[config.mk]
export PLATFORM = sky130hd
export DESIGN_NAME = bc_timing_control
export DESIGN_NICKNAME = d
export VERILOG_FILES = /design/src/rtl/bc_timing_control.sv
export SDC_FILE = /design/constraint.sdc
export NUM_CORES = 1
export LEC_CHECK = 0
export ABC_AREA = 1
export CAP_MARGIN = 20
export CELL_PAD_IN_SITES_DETAIL_PLACEMENT = 0
export CELL_PAD_IN_SITES_GLOBAL_PLACEMENT = 1
export CORE_ASPECT_RATIO = 2
export CORE_UTILIZATION = 28
export DETAILED_ROUTE_END_ITERATION = 16
export HOLD_SLACK_MARGIN = 0.06
export PLACE_DENSITY_LB_ADDON = 0.1
export SLEW_MARGIN = 20
export SYNTH_ARGS = -nofsm -noshare
export SYNTH_HDL_FRONTEND = slang
export SYNTH_SLANG_ARGS = --single-unit
[constraint.sdc]
create_clock -name clk -period 6.31 [get_ports clk]
set_clock_uncertainty 0.2 [all_clocks]
set_input_delay 0.631 -clock clk [delete_from_list [all_inputs] [get_ports clk]]
set_output_delay 0.631 -clock clk [all_outputs]
set_load 0.1 [all_outputs]
[src/rtl/bc_timing_control.sv]
// Control unit for the basic 16-bit computer: decodes T-state, IR and flags into register-transfer strobes.
// Optional interrupt support (R, IEN, interrupt cycle) is built when BASCOMP_INTERRUPT_EN is defined.
module bc_timing_control #(
  parameter int   T_MAX         = 6,
  parameter logic START_RUNNING = 1'b1
) (
  input  logic        clk,
  input  logic        rst_n,
  input  logic [3:0]  seq,
  input  logic [15:0] ir,
  input  logic        ac_zero,
  input  logic        ac_sign,
  input  logic        dr_zero,
  input  logic        e_flag,
  input  logic        fgi,
  input  logic        fgo,
  input  logic        start,
  output logic        sc_inc,
  output logic        sc_clr,
  output logic [2:0]  bus_sel,
  output logic        ld_ar,
  output logic        inc_ar,
  output logic        clr_ar,
  output logic        ld_pc,
  output logic        inc_pc,
  output logic        clr_pc,
  output logic        ld_dr,
  output logic        inc_dr,
  output logic        ld_ir,
  output logic        ld_tr,
  output logic        ld_ac,
  output logic [3:0]  alu_op,
  output logic        mem_rd,
  output logic        mem_wr,
  output logic        ld_outr,
  output logic        clr_fgi,
  output logic        clr_fgo,
  output logic        running,
  output logic        int_cycle,
  output logic        illegal
);

  localparam logic [3:0] T0 = 4'd0, T1 = 4'd1, T2 = 4'd2, T3 = 4'd3;
  localparam logic [3:0] T4 = 4'd4, T5 = 4'd5, T6 = 4'd6;
  localparam logic [3:0] SEQ_MAX = 4'(T_MAX);

  localparam logic [2:0] BUS_NONE = 3'd0, BUS_AR = 3'd1, BUS_PC = 3'd2, BUS_DR = 3'd3;
  localparam logic [2:0] BUS_AC = 3'd4, BUS_IR = 3'd5, BUS_TR = 3'd6, BUS_MEM = 3'd7;

  localparam logic [3:0] ALU_NONE = 4'd0, ALU_AND = 4'd1, ALU_ADD = 4'd2, ALU_LOAD = 4'd3;
  localparam logic [3:0] ALU_CLA = 4'd4, ALU_CLE = 4'd5, ALU_CMA = 4'd6, ALU_CME = 4'd7;
  localparam logic [3:0] ALU_CIR = 4'd8, ALU_CIL = 4'd9, ALU_INC = 4'd10, ALU_INP = 4'd11;

  logic       s, i, r;
  logic [2:0] d;
  logic       dload, hlt, ien_set, ien_clr, r_clr, term, bad;

  always_comb begin
    sc_inc  = 1'b0;  sc_clr  = 1'b0;  bus_sel = BUS_NONE; alu_op = ALU_NONE;
    ld_ar   = 1'b0;  inc_ar  = 1'b0;  clr_ar  = 1'b0;
    ld_pc   = 1'b0;  inc_pc  = 1'b0;  clr_pc  = 1'b0;
    ld_dr   = 1'b0;  inc_dr  = 1'b0;  ld_ir   = 1'b0;  ld_tr = 1'b0;  ld_ac = 1'b0;
    mem_rd  = 1'b0;  mem_wr  = 1'b0;  ld_outr = 1'b0;  clr_fgi = 1'b0;  clr_fgo = 1'b0;
    illegal = 1'b0;  dload   = 1'b0;  hlt     = 1'b0;
    ien_set = 1'b0;  ien_clr = 1'b0;  r_clr   = 1'b0;  term = 1'b0;  bad = 1'b0;
    if (rst_n && s) begin
      if (seq > SEQ_MAX) begin
        bad = 1'b1;
      end else if (r && seq <= T2) begin
        // Interrupt cycle: save PC at address 0, then continue from address 1
        case (seq)
          T0:      begin clr_ar = 1'b1; bus_sel = BUS_PC; ld_tr = 1'b1; end
          T1:      begin bus_sel = BUS_TR; mem_wr = 1'b1; clr_pc = 1'b1; end
          default: begin inc_pc = 1'b1; r_clr = 1'b1; term = 1'b1; end
        endcase
      end else begin
        case (seq)
          T0: begin bus_sel = BUS_PC; ld_ar = 1'b1; end
          T1: begin mem_rd = 1'b1; bus_sel = BUS_MEM; ld_ir = 1'b1; inc_pc = 1'b1; end
          T2: begin bus_sel = BUS_IR; ld_ar = 1'b1; dload = 1'b1; end
          T3: begin
            if (d == 3'd7) begin
              // Register-reference and I/O words must carry exactly one micro-op bit
              if (!$onehot(ir[11:0]) || (i && ir[5:0] != 6'd0)) begin
                bad = 1'b1;
              end else if (!i) begin
                term = 1'b1;
                if      (ir[11]) begin alu_op = ALU_CLA; ld_ac = 1'b1; end
                else if (ir[10]) begin alu_op = ALU_CLE; ld_ac = 1'b1; end
                else if (ir[9])  begin alu_op = ALU_CMA; ld_ac = 1'b1; end
                else if (ir[8])  begin alu_op = ALU_CME; ld_ac = 1'b1; end
                else if (ir[7])  begin alu_op = ALU_CIR; ld_ac = 1'b1; end
                else if (ir[6])  begin alu_op = ALU_CIL; ld_ac = 1'b1; end
                else if (ir[5])  begin alu_op = ALU_INC; ld_ac = 1'b1; end
                else if (ir[4])  inc_pc = !ac_sign;
                else if (ir[3])  inc_pc = ac_sign;
                else if (ir[2])  inc_pc = ac_zero;
                else if (ir[1])  inc_pc = !e_flag;
                else             hlt = 1'b1;
              end else begin
                term = 1'b1;
                if      (ir[11]) begin alu_op = ALU_INP; clr_fgi = 1'b1; end
                else if (ir[10]) begin ld_outr = 1'b1; bus_sel = BUS_AC; clr_fgo = 1'b1; end
                else if (ir[9])  inc_pc = fgi;
                else if (ir[8])  inc_pc = fgo;
                else if (ir[7])  ien_set = 1'b1;
                else             ien_clr = 1'b1;
              end
            end else if (i) begin
              mem_rd = 1'b1; bus_sel = BUS_MEM; ld_ar = 1'b1;
            end
          end
          T4: begin
            case (d)
              3'd0, 3'd1, 3'd2, 3'd6: begin mem_rd = 1'b1; bus_sel = BUS_MEM; ld_dr = 1'b1; end
              3'd3:    begin bus_sel = BUS_AC; mem_wr = 1'b1; term = 1'b1; end
              3'd4:    begin bus_sel = BUS_AR; ld_pc = 1'b1; term = 1'b1; end
              3'd5:    begin bus_sel = BUS_PC; mem_wr = 1'b1; inc_ar = 1'b1; end
              default: bad = 1'b1;
            endcase
          end
          T5: begin
            case (d)
              3'd0:    begin ld_ac = 1'b1; alu_op = ALU_AND;  term = 1'b1; end
              3'd1:    begin ld_ac = 1'b1; alu_op = ALU_ADD;  term = 1'b1; end
              3'd2:    begin ld_ac = 1'b1; alu_op = ALU_LOAD; term = 1'b1; end
              3'd5:    begin bus_sel = BUS_AR; ld_pc = 1'b1; term = 1'b1; end
              3'd6:    inc_dr = 1'b1;
              default: bad = 1'b1;
            endcase
          end
          T6: begin
            if (d == 3'd6) begin
              bus_sel = BUS_DR; mem_wr = 1'b1; inc_pc = dr_zero; term = 1'b1;
            end else begin
              bad = 1'b1;
            end
          end
          default: bad = 1'b1;
        endcase
      end
      if (bad) begin
        illegal = 1'b1;
        sc_clr  = 1'b1;
      end else if (term) begin
        sc_clr = 1'b1;
      end else begin
        sc_inc = 1'b1;
      end
    end else begin
      sc_clr = 1'b1;
    end
  end

  always_ff @(posedge clk) begin
    if (!rst_n) begin
      s <= START_RUNNING;
      i <= 1'b0;
      d <= 3'd0;
    end else begin
      if (start)    s <= 1'b1;
      else if (hlt) s <= 1'b0;
      if (dload) begin
        d <= ir[14:12];
        i <= ir[15];
      end
    end
  end

`ifdef BASCOMP_INTERRUPT_EN
  logic ien;

  // R is raised only once the fetch phase is over so the current instruction completes first
  always_ff @(posedge clk) begin
    if (!rst_n) begin
      r   <= 1'b0;
      ien <= 1'b0;
    end else if (r_clr) begin
      r   <= 1'b0;
      ien <= 1'b0;
    end else begin
      if (s && !r && seq >= T3 && ien && (fgi || fgo)) r <= 1'b1;
      if (ien_set)      ien <= 1'b1;
      else if (ien_clr) ien <= 1'b0;
    end
  end
`else
  logic unused_int;
  assign r          = 1'b0;
  assign unused_int = ^{ien_set, ien_clr, r_clr};
`endif

  assign running   = s;
  assign int_cycle = r;

endmodule
* Yosys cells after proc, flatten, opt, wreduce, memory -nomap -nowiden *
Index checks and enable logic that the tools add are counted.
Widths: inputs -> output; s select.

storage, ports and cells
  bits in registers = 5
  input bits = 29

operators by class
  add/subtract/negate cells = 11
  order comparisons = 1
  equal/unequal tests = 14
  multiplexer cells = 152
  bitwise operators = 1
  reduce and logical (&&, ||, !) cells = 19

operator list
  operator            number
  $mux 1              118
  $mux 4              13
  $mux 3              8
  $pmux 3 s7          1
  $add 1x1->2         6
  $eq 3x3->1 const B  4
  $eq 4x3->1 const B  3
  $pmux 3 s4          1
  $add 2x2->3         3
  $eq 4x1->1 const B  2
  $eq 4x2->1 const B  2
  $pmux 1 s2          4
  $pmux 4 s2          1
  $reduce_or 2->1     4
  $reduce_or 4->1     2
  $reduce_or 7->1     1
  $eq 3x2->1 const B  2
  $pmux 1 s3          2
  $pmux 2 s3          1
  $reduce_bool 6->1   1
  $reduce_or 3->1     2
  $pmux 1 s5          1
  $reduce_or 5->1     1
  $add 3x3->4         1
  other kinds (11)    14

* Longest topological paths before layout *
Gate-level depths: netlist of run 1.

  depth in word-level cells = 18
  depth in mapped cells = 18

* Worst setup path before layout of run 1 *
Ideal clock, no wire load.

  path kind = in2out
  start point = input port ir[0]
  end point = output port ld_outr
  arrival = 5.737 ns
  path slack = -0.258 ns
  cell stages on the path = 16
  path through = fa_1 > fa_1 > inv_1 > fa_1 > fa_1 > inv_1 > ha_1 > inv_1 > fa_1 > nand2_1 > nor3_1 > nand3_4 > nor2_8 > nand2_4 > nor2_1 > buf_4

between the ends
  longest elaborated chain between the ends = 12

RTL lines
  what                               RTL line  source
  start, declared                    10        input logic [15:0] ir,
  $add 1x1->2 (not written as such)  84        if (!$onehot(ir[11:0]) || (i && ir[5:0] != 6'd0)) begin
  $add 2x2->3 (not written as such)  84
  $add 3x3->4 (not written as such)  84
  $add 4x3->4 (not written as such)  84
  $eq 4x1->1                         84
  $logic_not 1->1                    84
  $logic_or 1x1->1 (*)               84
  $mux 1 (*) (5 in series)           -
  end, declared                      35        output logic ld_outr,

Every way passes the cells marked *; elsewhere a longest branch is shown, timed or not.

* Worst setup path in the final report of run 1 *
  start point = input port ir[3]
  end point = output port alu_op[3]

between the ends
  longest elaborated chain between the ends = 12

RTL lines
  what                               RTL line  source
  $add 1x1->2 (not written as such)  84
  $add 2x2->3 (not written as such)  84
  $add 3x3->4 (not written as such)  84
  $add 4x3->4 (not written as such)  84
  $eq 4x1->1                         84
  $logic_not 1->1                    84
  $logic_or 1x1->1 (*)               84
  $mux 4 (*)                         84
  $mux 4 (*)                         82        if (d == 3'd7) begin
  $pmux 4 s2 (*)                     77        case (seq)
  $mux 4 (*)                         67        if (seq > SEQ_MAX) begin
  $mux 4 (*)                         66        if (rst_n && s) begin
  end, declared                      32        output logic [3:0] alu_op,

Marked as above.

==> results of run 1 <==
[critical path, stage by stage]
cell             delay [ns]
clkdlybuf4s50_1        0.55
fa_1                   0.49
fa_1                   0.52
inv_1                  0.05
fa_1                   0.49
fa_1                   0.41
inv_1                  0.07
ha_1                   0.15
inv_1                  0.05
fa_1                   0.47
nand2_1                0.05
nor3_1                 0.30
nand3_4                0.14
nor2_8                 0.15
nand3_2                0.09
nor2_1                 0.22
buf_12                 0.21
[state kept, by name (all words and copies together), names as in the netlist]
| name | cells |
|---|---|
| d | 3 |
| i | 1 |
| running | 1 |
[metrics by stage]
step / worst slack (ns) / cell area (sq um) / util (%)
detailed placement: 0.381 / 2040 / 44.0
finish: 0.402 / 2090 / 45.0
global route: 0.211 / 2090 / 45.0
global placement: 0.455 / 2040 / 44.0
CTS: 0.379 / 2090 / 45.0
floorplan: 0.248 / 1370 / -
[layer usage]
metal	up-vias	routed length [um]	track usage [%]
met1	684	1370	14.7
met3	9	109	1.51
met4	0	108	6.03
met5	-	0	0
met2	42	2740	41.1
li1	812	-	-
[placed cells by master (no fill, tap or decap), types with 4 or more instances in the layout]
cell type	instances
a21oi_1	13
buf_12	13
clkdlybuf4s50_1	39
conb_1	4
dfxtp_1	5
fa_1	7
ha_1	9
inv_1	47
nand2_1	50
nand3_1	14
nand4_1	6
nor2_1	26
o21ai_0	6
o31ai_1	4
[layout make-up]
cell class / instances / area share [%]
sequential: 5 / 4.79
multi-input combinational: 168 / 49.6
clock buffer: 4 / 2.16
tap: 55 / 3.29
inverter: 50 / 8.98
timing repair buffer: 52 / 31.1
[cell families (layout without fill, tap and decap cells)]
family                     Yosys count  in the layout  synth area share, %
AOI/OAI and AO/OA                   31             31                 13.2
adders and majority gates           16             16                 18.6
buffers and inverters               57            106                 17.3
DFF                                  5              5                 7.37
other                                1              4                0.276
and+or+nand+nor                    117            117                 43.3
[final timing paths]
| kind | cells past startpoint | to | start |
|---|---|---|---|
| min reg2reg | 2 | running | running |
| max reg2reg | 8 | running | d[1] |
| min | 2 | running | running |
| max | 17 | alu_op[3] | ir[3] |
[power breakdown]
part | total [W] | leakage [nW] | switching (W) | internal (W)
sequential | 0.0000335 | 0.0405 | 0.00000107 | 0.0000324
combinational | 0.000174 | 0.953 | 0.000108 | 0.0000659
clock | 0.0000579 | 0.0228 | 0.0000147 | 0.0000433
total | 0.000266 | 1.02 | 0.000124 | 0.000142
==> reports/results.txt, run 1 <==
status - completed
number of flops mapped to enable cells by yosys - 0
first-pass GRT wire length - 6.88 mm
hold crit path type - reg2reg
fmax - 169 MHz
total wire length - 4.33 mm
CORE AREA - 4640 sq um
Post-CTS Setup Bufs - 0
final setup vio count - 0
Least-Margin Pin Slew - 0.984 ns
Die X - 51.3 um
hold_ws - 0.301 ns
vias - 1547
count leader, synth - nand2_1
CTS sink cnt - 5
Starting Density - 29.3%
Layout area overhead - 53.8%
Routability Congestion - 0.840
syn avg cell area - 5.99 sq um
mean number of vias per cell - 4.63
area of the mapped netlist - 1360 sq um
fin cells - 334
worst-path fanout max - 6
area of the multi-input gates - 1040 sq um
number of distinct library cells after synthesis - 30
Post-CTS Resized - 0
H-tree Lvls - 1
die footprint - 5150 sq um
Detail Route Antenna Nets - 0
io pins - 57
crit path DAT - 5.08 ns
TritonCTS Buffers - 3
#FFs+latches synth - 5
total power - 0.000266 W
Slew Viols, Final - 0
peak supply drop - 0.000118 V
worst-case clock buffer depth - 2
largest net degree at the start of global routing - 11
Post-synth ARST share - 0%
Post-CTS Hold Buffers - 0
final hold violations - 0
diode count - 0
Final nets - 325
CP startpoint kind - primary input
Area contributors post-synth - nand2_1 14%, inv_1 13%, fa_1 10%
CTS tree - built
Post-synth top flop - dfxtp_1
Congestion Overflow GR - 0
top cell type's share of synthesized area - 13.8%
vias in the first global route - 1552
reg-to-reg slack, setup - 4.72 ns
Pleak - 1.02 nW
clock-pin slew on the worst setup and hold paths - 0.03 ns
post-synthesis sequential area ratio - 7.37%
wire per inst - 13.0 um
PwrDens - 127 nW/um^2
Max-slew headroom - 34.2%
All-Layer GR Usage - 18.3%
DRC - 0
port buffer count - 52
Skew-Pair Late Insertion Delay - 0.22 ns
row cnt - 35
Final min period - 5.91 ns
crit path kind - in2out
final setup TNS - 0 ns
clk root buf - clkbuf_8
initial antenna violation count - 0
Reg area - 100 sq um
crit share post-route - 93.6%
max-cap violation count - 0
DRT iter0 DRCs - 20
RSZ-0062 raised after global routing - no
Cell Count Post-Placement - 330
CP Capture Type - output port
Mapped Cells - 227
HPWL Detailed - 3.87 mm
share of layout cells above drive strength 1 - 13.6%
Initial DRT Pass Iterations - 4
synth cell count leaders - 50 x nand2_1, 47 x inv_1, 27 x nor2_1, 14 x nand3_1, 13 x a21oi_1
DIE HEIGHT - 101 um
Ys Warns - 0
largest area contributor in the netlist - nand2_1
fill count - 527
WP data required - 5.48 ns
(Power assumes the default switching activity.)
==> inputs of run 2 (changes only) <==
SLEW_MARGIN = 0   (was 20)
==> results of run 2 <==
Same layout as run 1: the final DEF is identical, and so are final timing and power.
==> inputs of run 3 (changes only) <==
CORE_MARGIN = 2   (was not set)
==> run 3 against run 2 <==
  * Worst hold slack better by 0.0018 ns
  * Flip-flop and latch count stayed put
  * Global-route usage down 0.34 points
  * Critical endpoint is now ld_outr
  * Clock power up 0.7%
==> reports/results.txt, run 3 (synthesis gave the netlist of run 1 again) <==
Max-slew headroom - 35.0% (+0.76 points)
total wire length - 4.52 mm (+4.4%)
clk root buf - clkbuf_8
worst-path fanout max - 6 (unchanged)
most used cell, CP - fa_1
first-pass GRT wire length - 7.13 mm (+3.6%)
total power - 0.000264 W (-0.53%)
most common cell after layout, fill and taps aside - nand2_1
DRC - 0 (unchanged)
Skew-Pair Late Insertion Delay - 0.22 ns (about the same)
most flop-heavy register - d
HPWL Detailed - 4.01 mm (+3.5%)
fmax - 171 MHz (+1.0%)
TritonCTS Buffers - 3 (unchanged)
Post-CTS Setup Bufs - 0 (unchanged)
status - completed
vias in the first global route - 1537 (-0.97%)
Final min period - 5.85 ns (-0.0597 ns)
max-cap violation count - 0 (unchanged)
mean number of vias per cell - 4.64 (+0.26%)
final setup vio count - 0 (unchanged)
diode count - 0 (unchanged)
WP data required - 5.48 ns (about the same)
DRT met1 WL - 1.42 mm (+3.5%)
CTS tree - built
Detail Route Antenna Nets - 0 (unchanged)
crit share post-route - 92.7% (-0.95 points)
CP Capture Type - output port
final setup TNS - 0 ns (unchanged)
final setup margin - 0.461 ns (+0.0597 ns)
Starting Density - 29.3% (unchanged)
Least-Margin Pin Slew - 0.972 ns (-0.0114 ns)
Pleak - 1.02 nW (unchanged)
hold crit path type - reg2reg
highest routed layer - met4
Met2 Wirelength - 2.96 mm (+8.2%)
vias - 1551 (+0.26%)
PwrDens - 126 nW/um^2 (-0.53%)
FF-to-FF Start - d[1]
DIE HEIGHT - 103 um (+2.0%)
CTS sink cnt - 5 (unchanged)
RSZ-0062 raised after global routing - no
share of layout cells above drive strength 1 - 13.6% (unchanged)
reg-to-reg slack, setup - 4.71 ns (about the same)
Slew Viols, Final - 0 (unchanged)
worst-case clock buffer depth - 2 (unchanged)
CP startpoint kind - primary input
max reg flops - 3 (unchanged)
crit path DAT - 5.02 ns (-0.06 ns)
Final nets - 325 (unchanged)
wire per inst - 13.5 um (+4.4%)
port buffer count - 52 (unchanged)
hold worst-path end - running
FF-to-FF End - running
fill count - 510 (-3.2%)
All-Layer GR Usage - 17.9% (-0.34 points)
Die X - 53.3 um (+3.9%)
Cell Chain, Critical Path - clkdlybuf4s50_1, fa_1, fa_1, inv_1, fa_1, fa_1, inv_1, ha_1, inv_1, fa_1, nand2_1, nor3_1, nand3_4, nor2_8, nand2_4, nor2_2, buf_12
commonest non-fill, non-tap cells in the layout - 50 x nand2_1, 47 x inv_1, 39 x clkdlybuf4s50_1
worst reg-to-reg path cell count - 8 (unchanged)
worst slack at placement - 0.445 ns (+0.0639 ns)
peak supply drop - 0.0000955 V (-19%)
crit path kind - in2out
Congestion Overflow GR - 0 (unchanged)
final hold violations - 0 (unchanged)
initial antenna violation count - 0 (unchanged)
Routability Congestion - 0.805 (-4.3%)
CP peak stage delay - 0.55 ns (about the same)
Post-CTS Hold Buffers - 0 (unchanged)
row cnt - 35 (unchanged)
WHS Path Cells - 2 (unchanged)
clock-pin slew on the worst setup and hold paths - 0.03 ns (about the same)
io pins - 57 (unchanged)
Post-CTS Resized - 0 (unchanged)
Layout area overhead - 53.8% (unchanged)
H-tree Lvls - 1 (unchanged)
largest net degree at the start of global routing - 11 (unchanged)
die footprint - 5460 sq um (+6.0%)
CORE AREA - 4640 sq um (unchanged)
Initial DRT Pass Iterations - 4 (unchanged)
critical path's slowest cell - clkdlybuf4s50_1
DR WL met3 - 121 um (+11%)
DRT iter0 DRCs - 14 (-30%)
HP Start - running
==> run 3: cell counts in the layout (fill, tap and decap cells not counted) <==
No cell type changed its count.
==> run 3: how the worst max path moves through the flow <==
stage,end,start,slack [ns]
finish,ld_outr,ir[3],0.46
global route,ld_ac,ir[3],0.22
CTS,ld_outr,ir[3],0.44
detailed placement,ld_outr,ir[3],0.45
global placement,clr_fgo,ir[3],0.47
floorplan,alu_op[3],ir[0],0.25
==> run 3: layer usage <==
metal | vias to the layer above | global-route usage [%]
met1 | 699 | 15.9
met5 | - | 0
li1 | 812 | -
met3 | 2 | 1.59
met2 | 38 | 40.0
met4 | 0 | 2.17
==> run 3: layout make-up <==
type                    instances  area, sq um  share of cell area (%)
multi-input cells             168         1040                    49.6
flip-flops and latches          5          100                    4.79
repair buffers                 52          651                    31.1
well taps                      55         68.8                    3.29
clock buffers                   4         45.0                    2.16
inverters                      50          188                    8.98
==> run 3: where the power goes <==
part	leakage (nW)	total, W	switching, W	internal, W
logic	0.953	0.000172	0.000107	0.0000657
registers	0.0405	0.0000335	0.00000108	0.0000324
clock network	0.0228	0.0000583	0.0000150	0.0000433
==> run 3: critical path, delay by kind of cell <==
family / cells / cell delay [ns]
fa+ha+maj: 6 / 2.53
simple gates: 6 / 0.93
buf+inv: 5 / 0.92
==> run 3: stage by stage <==
stage	cell area, sq um	utilization (%)	std cells	hold WS [ns]
2_1_floorplan	1370	-	230	0.345
3_3_place_gp	2040	44.0	330	0.306
3_5_place_dp	2040	44.0	330	0.311
4_1_cts	2090	45.0	334	0.316
5_1_grt	2090	45.0	334	0.357
6_report	2090	45.0	334	0.303
